`src/rtl/equiv_sweep_ctrl.sv`:
```
// equiv_sweep_ctrl
//
// Sequencer for exhaustive equivalence checking of two combinational forms of one
// boolean function: a complex form and a simplified form. It steps through every
// input vector in ascending order and holds each vector for SETTLE idle cycles.
// It then compares the two unit outputs, counts mismatching vectors, and records
// the first failing vector index.
//
// Parameters
//   N_IN    number of function inputs; the sweep covers 2**N_IN vectors
//   SETTLE  idle cycles each vector is held before it is sampled (0..15)
//
// Ports
//   clk         clock, all logic on the rising edge
//   rst_n       synchronous reset, active-low
//   start       begin a sweep (only honoured in IDLE/DONE)
//   abort       cancel a running sweep (only honoured in RUN)
//   com_in      output of the complex-form unit
//   sim_in      output of the simplified-form unit
//   vec         vector applied to both units (MSB = x, then y, w, z for N_IN=4)
//   busy        sweep in progress
//   done        sweep finished; held until the next start, abort or reset
//   pass        done with no mismatches
//   mism_cnt    number of mismatching vectors (0..2**N_IN, never wraps)
//   fail_valid  first_fail holds a valid index
//   first_fail  index of the first mismatching vector
//
// Optional feature (macro EQUIV_STOP_ON_FAIL_EN)
//   When defined, the sweep ends on the first mismatching sample. vec then holds
//   the failing vector. When undefined, all 2**N_IN vectors are always checked.

module equiv_sweep_ctrl #(
  parameter int N_IN   = 4,
  parameter int SETTLE = 1
) (
  input  logic            clk,
  input  logic            rst_n,
  input  logic            start,
  input  logic            abort,
  input  logic            com_in,
  input  logic            sim_in,
  output logic [N_IN-1:0] vec,
  output logic            busy,
  output logic            done,
  output logic            pass,
  output logic [N_IN:0]   mism_cnt,
  output logic            fail_valid,
  output logic [N_IN-1:0] first_fail
);

  typedef enum logic [1:0] {
    IDLE = 2'd0,
    RUN  = 2'd1,
    DONE = 2'd2
  } state_t;

  localparam logic [N_IN-1:0] VEC_MAX  = '1;
  localparam logic [3:0]      SETTLE_V = 4'(SETTLE);

  state_t     state;
  logic [3:0] settle_cnt;
  logic       mismatch;

  assign mismatch = com_in ^ sim_in;

  // Status flags are pure decodes of the registered state and count.
  assign busy = (state == RUN);
  assign done = (state == DONE);
  assign pass = (state == DONE) && (mism_cnt == '0);

  // Sweep sequencer. A vector is held while the settle counter runs down.
  // The cycle on which the counter reads zero is the sample cycle. On that
  // cycle the comparison is recorded and the sweep either advances or ends.
  always_ff @(posedge clk) begin
    if (!rst_n) begin
      state      <= IDLE;
      vec        <= '0;
      mism_cnt   <= '0;
      fail_valid <= 1'b0;
      first_fail <= '0;
      settle_cnt <= '0;
    end else begin
      case (state)
        IDLE, DONE: begin
          if (start) begin
            state      <= RUN;
            vec        <= '0;
            mism_cnt   <= '0;
            fail_valid <= 1'b0;
            first_fail <= '0;
            settle_cnt <= SETTLE_V;
          end
        end

        RUN: begin
          if (abort) begin
            // Counters keep their values so a monitor can still read the partial result.
            state <= IDLE;
            vec   <= '0;
          end else if (settle_cnt != 4'd0) begin
            settle_cnt <= settle_cnt - 4'd1;
          end else begin
            if (mismatch) begin
              mism_cnt <= mism_cnt + {{N_IN{1'b0}}, 1'b1};
              if (!fail_valid) begin
                first_fail <= vec;
                fail_valid <= 1'b1;
              end
            end
`ifdef EQUIV_STOP_ON_FAIL_EN
            if (mismatch || (vec == VEC_MAX)) begin
              state <= DONE;
            end else begin
              vec        <= vec + {{(N_IN-1){1'b0}}, 1'b1};
              settle_cnt <= SETTLE_V;
            end
`else
            if (vec == VEC_MAX) begin
              state <= DONE;
            end else begin
              vec        <= vec + {{(N_IN-1){1'b0}}, 1'b1};
              settle_cnt <= SETTLE_V;
            end
`endif
          end
        end

        default: begin
          state <= IDLE;
        end
      endcase
    end
  end

endmodule

```
`config.mk`:
```
export PLATFORM = sky130hd
export DESIGN_NAME = equiv_sweep_ctrl
export DESIGN_NICKNAME = d
export VERILOG_FILES = /design/src/rtl/equiv_sweep_ctrl.sv
export SDC_FILE = /design/constraint.sdc
export NUM_CORES = 1
export LEC_CHECK = 0
export ABC_AREA = 0
export CORE_ASPECT_RATIO = 0.9
export CORE_UTILIZATION = 51
export CTS_CLUSTER_DIAMETER = 40
export DETAILED_ROUTE_END_ITERATION = 10
export HOLD_SLACK_MARGIN = 0.08
export PLACE_DENSITY_LB_ADDON = 0.08
export SYNTH_ARGS = -nofsm -noshare
export SYNTH_HDL_FRONTEND = slang
export SYNTH_SLANG_ARGS = --single-unit
export TNS_END_PERCENT = 30
```
`constraint.sdc`:
```
create_clock -name clk -period 3.2 [get_ports clk]
set_clock_uncertainty 0.2 [all_clocks]
set_input_delay 0.64 -clock clk [delete_from_list [all_inputs] [get_ports clk]]
set_output_delay 0.64 -clock clk [all_outputs]
set_load 0.02 [all_outputs]
```
==> out/metrics.cfg <==
[outcome]
status = complete, no violations

[placed_design]
hpwl_mm = 1.79
gp_congestion = 0.883
placed_area_sq_um = 1230
dp.cells = 162
dp_slack_ns = 0.276
portBuffers = 22

[final_layout]
n_fill_cell = 145
final_cell_count_no_fill = 165
antenna_cells = 0
fin_nets = 152
area_growth_pct = 25.8
drive_above_1_share_pct = 4.96
final_util_pct = 71.4
final_area_sq_um = 1250

[sta]
whs_ns = 0.290
fmax_ghz = 0.379
period_share_pct = 82.5
tns_ns = 0
max_slew.worst_pin.slew_ns = 0.482
rsz0062_at_grt = no
setup_viol = 0
fin_ws_ns = 0.559
min_period_ns = 2.64
slew_headroom_pct = 67.7
drv_slew = 0
finalHoldViolCount = 0

[worst_setup_path]
crit_chain = clkdlybuf4s50_1, or3b_1, or3_1, o21a_4, a22o_1
critPathBufInv = 1
crit_path_max_incr_delay_ns = 0.57
cp-start-kind = input pin
endpoint_kind = flip-flop
critPathKind = input pin to flip-flop
critical_path.top_delay_family = simple AND/OR/NAND/NOR gates
cp.required_ns = 3.21
cpMaxStageDelayCell = or3_1
cp_data_arrival_time_ns = 2.65
path_max_fanout = 9

[detailed_routing]
drc = 0
vias = 982
via_per_inst = 5.95
wl_per_cell_um = 14.4
antenna_left = 0
drt_iter0_markers = 45
firstDrtPassIters = 4
drt-total-wl_mm = 2.38

[grt]
met3_usage_pct = 6.67
gr-usage-met2_pct = 42.0
antenna_found_initial = 0
grt_max_degree = 11
grt_first_pass_wirelength_mm = 3.88
grtUsageTotal_pct = 24.2
met1_usage_pct = 29.7
grt_most_used_layer = met2
first_global_vias = 853
gr-total-overflow = 0

[power]
p_leak_nw = 0.481
peakVddDrop_uv = 385
power_uw = 438
powerDensity_nw_per_um2 = 350

[synth]
synth-edff-count = 0
synth_area_sq_um = 993
ys_seq_area_share_pct = 40.3
synth_cell_types = 34
ys_warn_count = 0
synth_top_flop_cell = dfxtp_1
synth_nets = 127
syn_avg_cell_area_sq_um = 8.42
ys_ff_latch = 20
synth_cells = 118
async_flop_share_pct = 0

[die]
die_area_sq_um = 2130
die-height_um = 43.9
fp-row-count = 14
initial_core_util_pct = 56.7
die_x_um = 48.5
ioPinCount = 23
core_sq_um = 1750

[clock_network]
clock_latency_ns = 0.30
ctsResizeCount = 0
postCtsHoldBufs = 0
cts.clk_slew.worst_paths_ns = 0.11
cts_sinks = 20
cts_tree = built
cts-root-buf = clkbuf_4
htreeDepth = 1
cts_buffer_depth = 2
cts_buffers = 3
post_cts_buffers = 0

[min_path]
hold_class = flip-flop to flip-flop

[run]
maxCapViolCount = 0

[synthesized netlist by cell type (2+ instances only)]
cell	instances	share of area (%)
nand2_1	7	2.6
nor3_1	3	1.5
mux2i_1	2	2.0
ha_1	3	3.8
nand2b_1	5	3.1
nor4_1	2	1.3
nor2_1	12	4.5
dfxtp_1	20	40
nand3_1	4	2.0
a22o_1	4	3.5
inv_1	7	2.6
o21ai_0	8	4.0
and3_1	2	1.3
nand4b_1	2	1.8
a21oi_1	14	7.1
or3_1	4	2.5
o22ai_1	2	1.3
[power by group]
group          leakage (nW)  switching, mW  total (mW)  internal, mW
Sequential            0.162        0.00659       0.260         0.253
Combinational         0.306         0.0366      0.0626        0.0260
Clock                0.0138         0.0715       0.115        0.0439
[cells by family after synthesis]
logic type	Yosys count	share of synthesized area, %
XOR/XNOR	1	0.882
AO/OA/AOI/OAI	33	20.8
multiplexers	2	2.02
adder cells (fa/ha/maj)	3	3.78
buffers and inverters	9	4.28
flip-flops	20	40.3
AND/OR/NAND/NOR	50	28.0
[cell type report]
class / count / area [sq um] / share of cell area (%)
Multi-Input combinational cell: 89 / 551 / 44.0
Clock buffer: 3 / 22.5 / 1.80
Timing Repair Buffer: 22 / 220 / 17.6
Inverter: 7 / 26.3 / 2.10
Sequential cell: 20 / 400 / 32.0
Tap cell: 24 / 30.0 / 2.40
[path summary, 6_finish.rpt]
check / start / endpoint / slack (ns) / depth (start not counted)
worst max-delay path: abort / first_fail[0]$_SDFFE_PN0P_ / 0.56 / 5
worst max register to register: settle_cnt[1]$_SDFFE_PN0P_ / first_fail[0]$_SDFFE_PN0P_ / 0.91 / 4
worst min register to register: first_fail[3]$_SDFFE_PN0P_ / first_fail[3]$_SDFFE_PN0P_ / 0.29 / 1
worst min-delay path: first_fail[3]$_SDFFE_PN0P_ / first_fail[3]$_SDFFE_PN0P_ / 0.29 / 1
[cells in the final DEF (no fill, tap or decap), types with 3 or more instances in the layout]
master	n
a21oi_1	14
a22o_1	4
clkbuf_4	3
clkdlybuf4s50_1	22
dfxtp_1	20
ha_1	3
inv_1	7
nand2_1	7
nand2b_1	5
nand3_1	4
nor2_1	12
nor3_1	3
o21ai_0	8
or3_1	4
[registers in the layout, summed over array words and instances, names as in the netlist]
signal and cells:
vec 4, mism_cnt 5, settle_cnt 4, state 2, first_fail 4, fail_valid 1
[metal layers]
metal,vias to the layer above,routed length [um]
met5,-,0
met4,0,36
met3,4,147
met2,41,1100
met1,460,1090
li1,477,-
No activity file was read; power rests on OpenSTA's default activity.
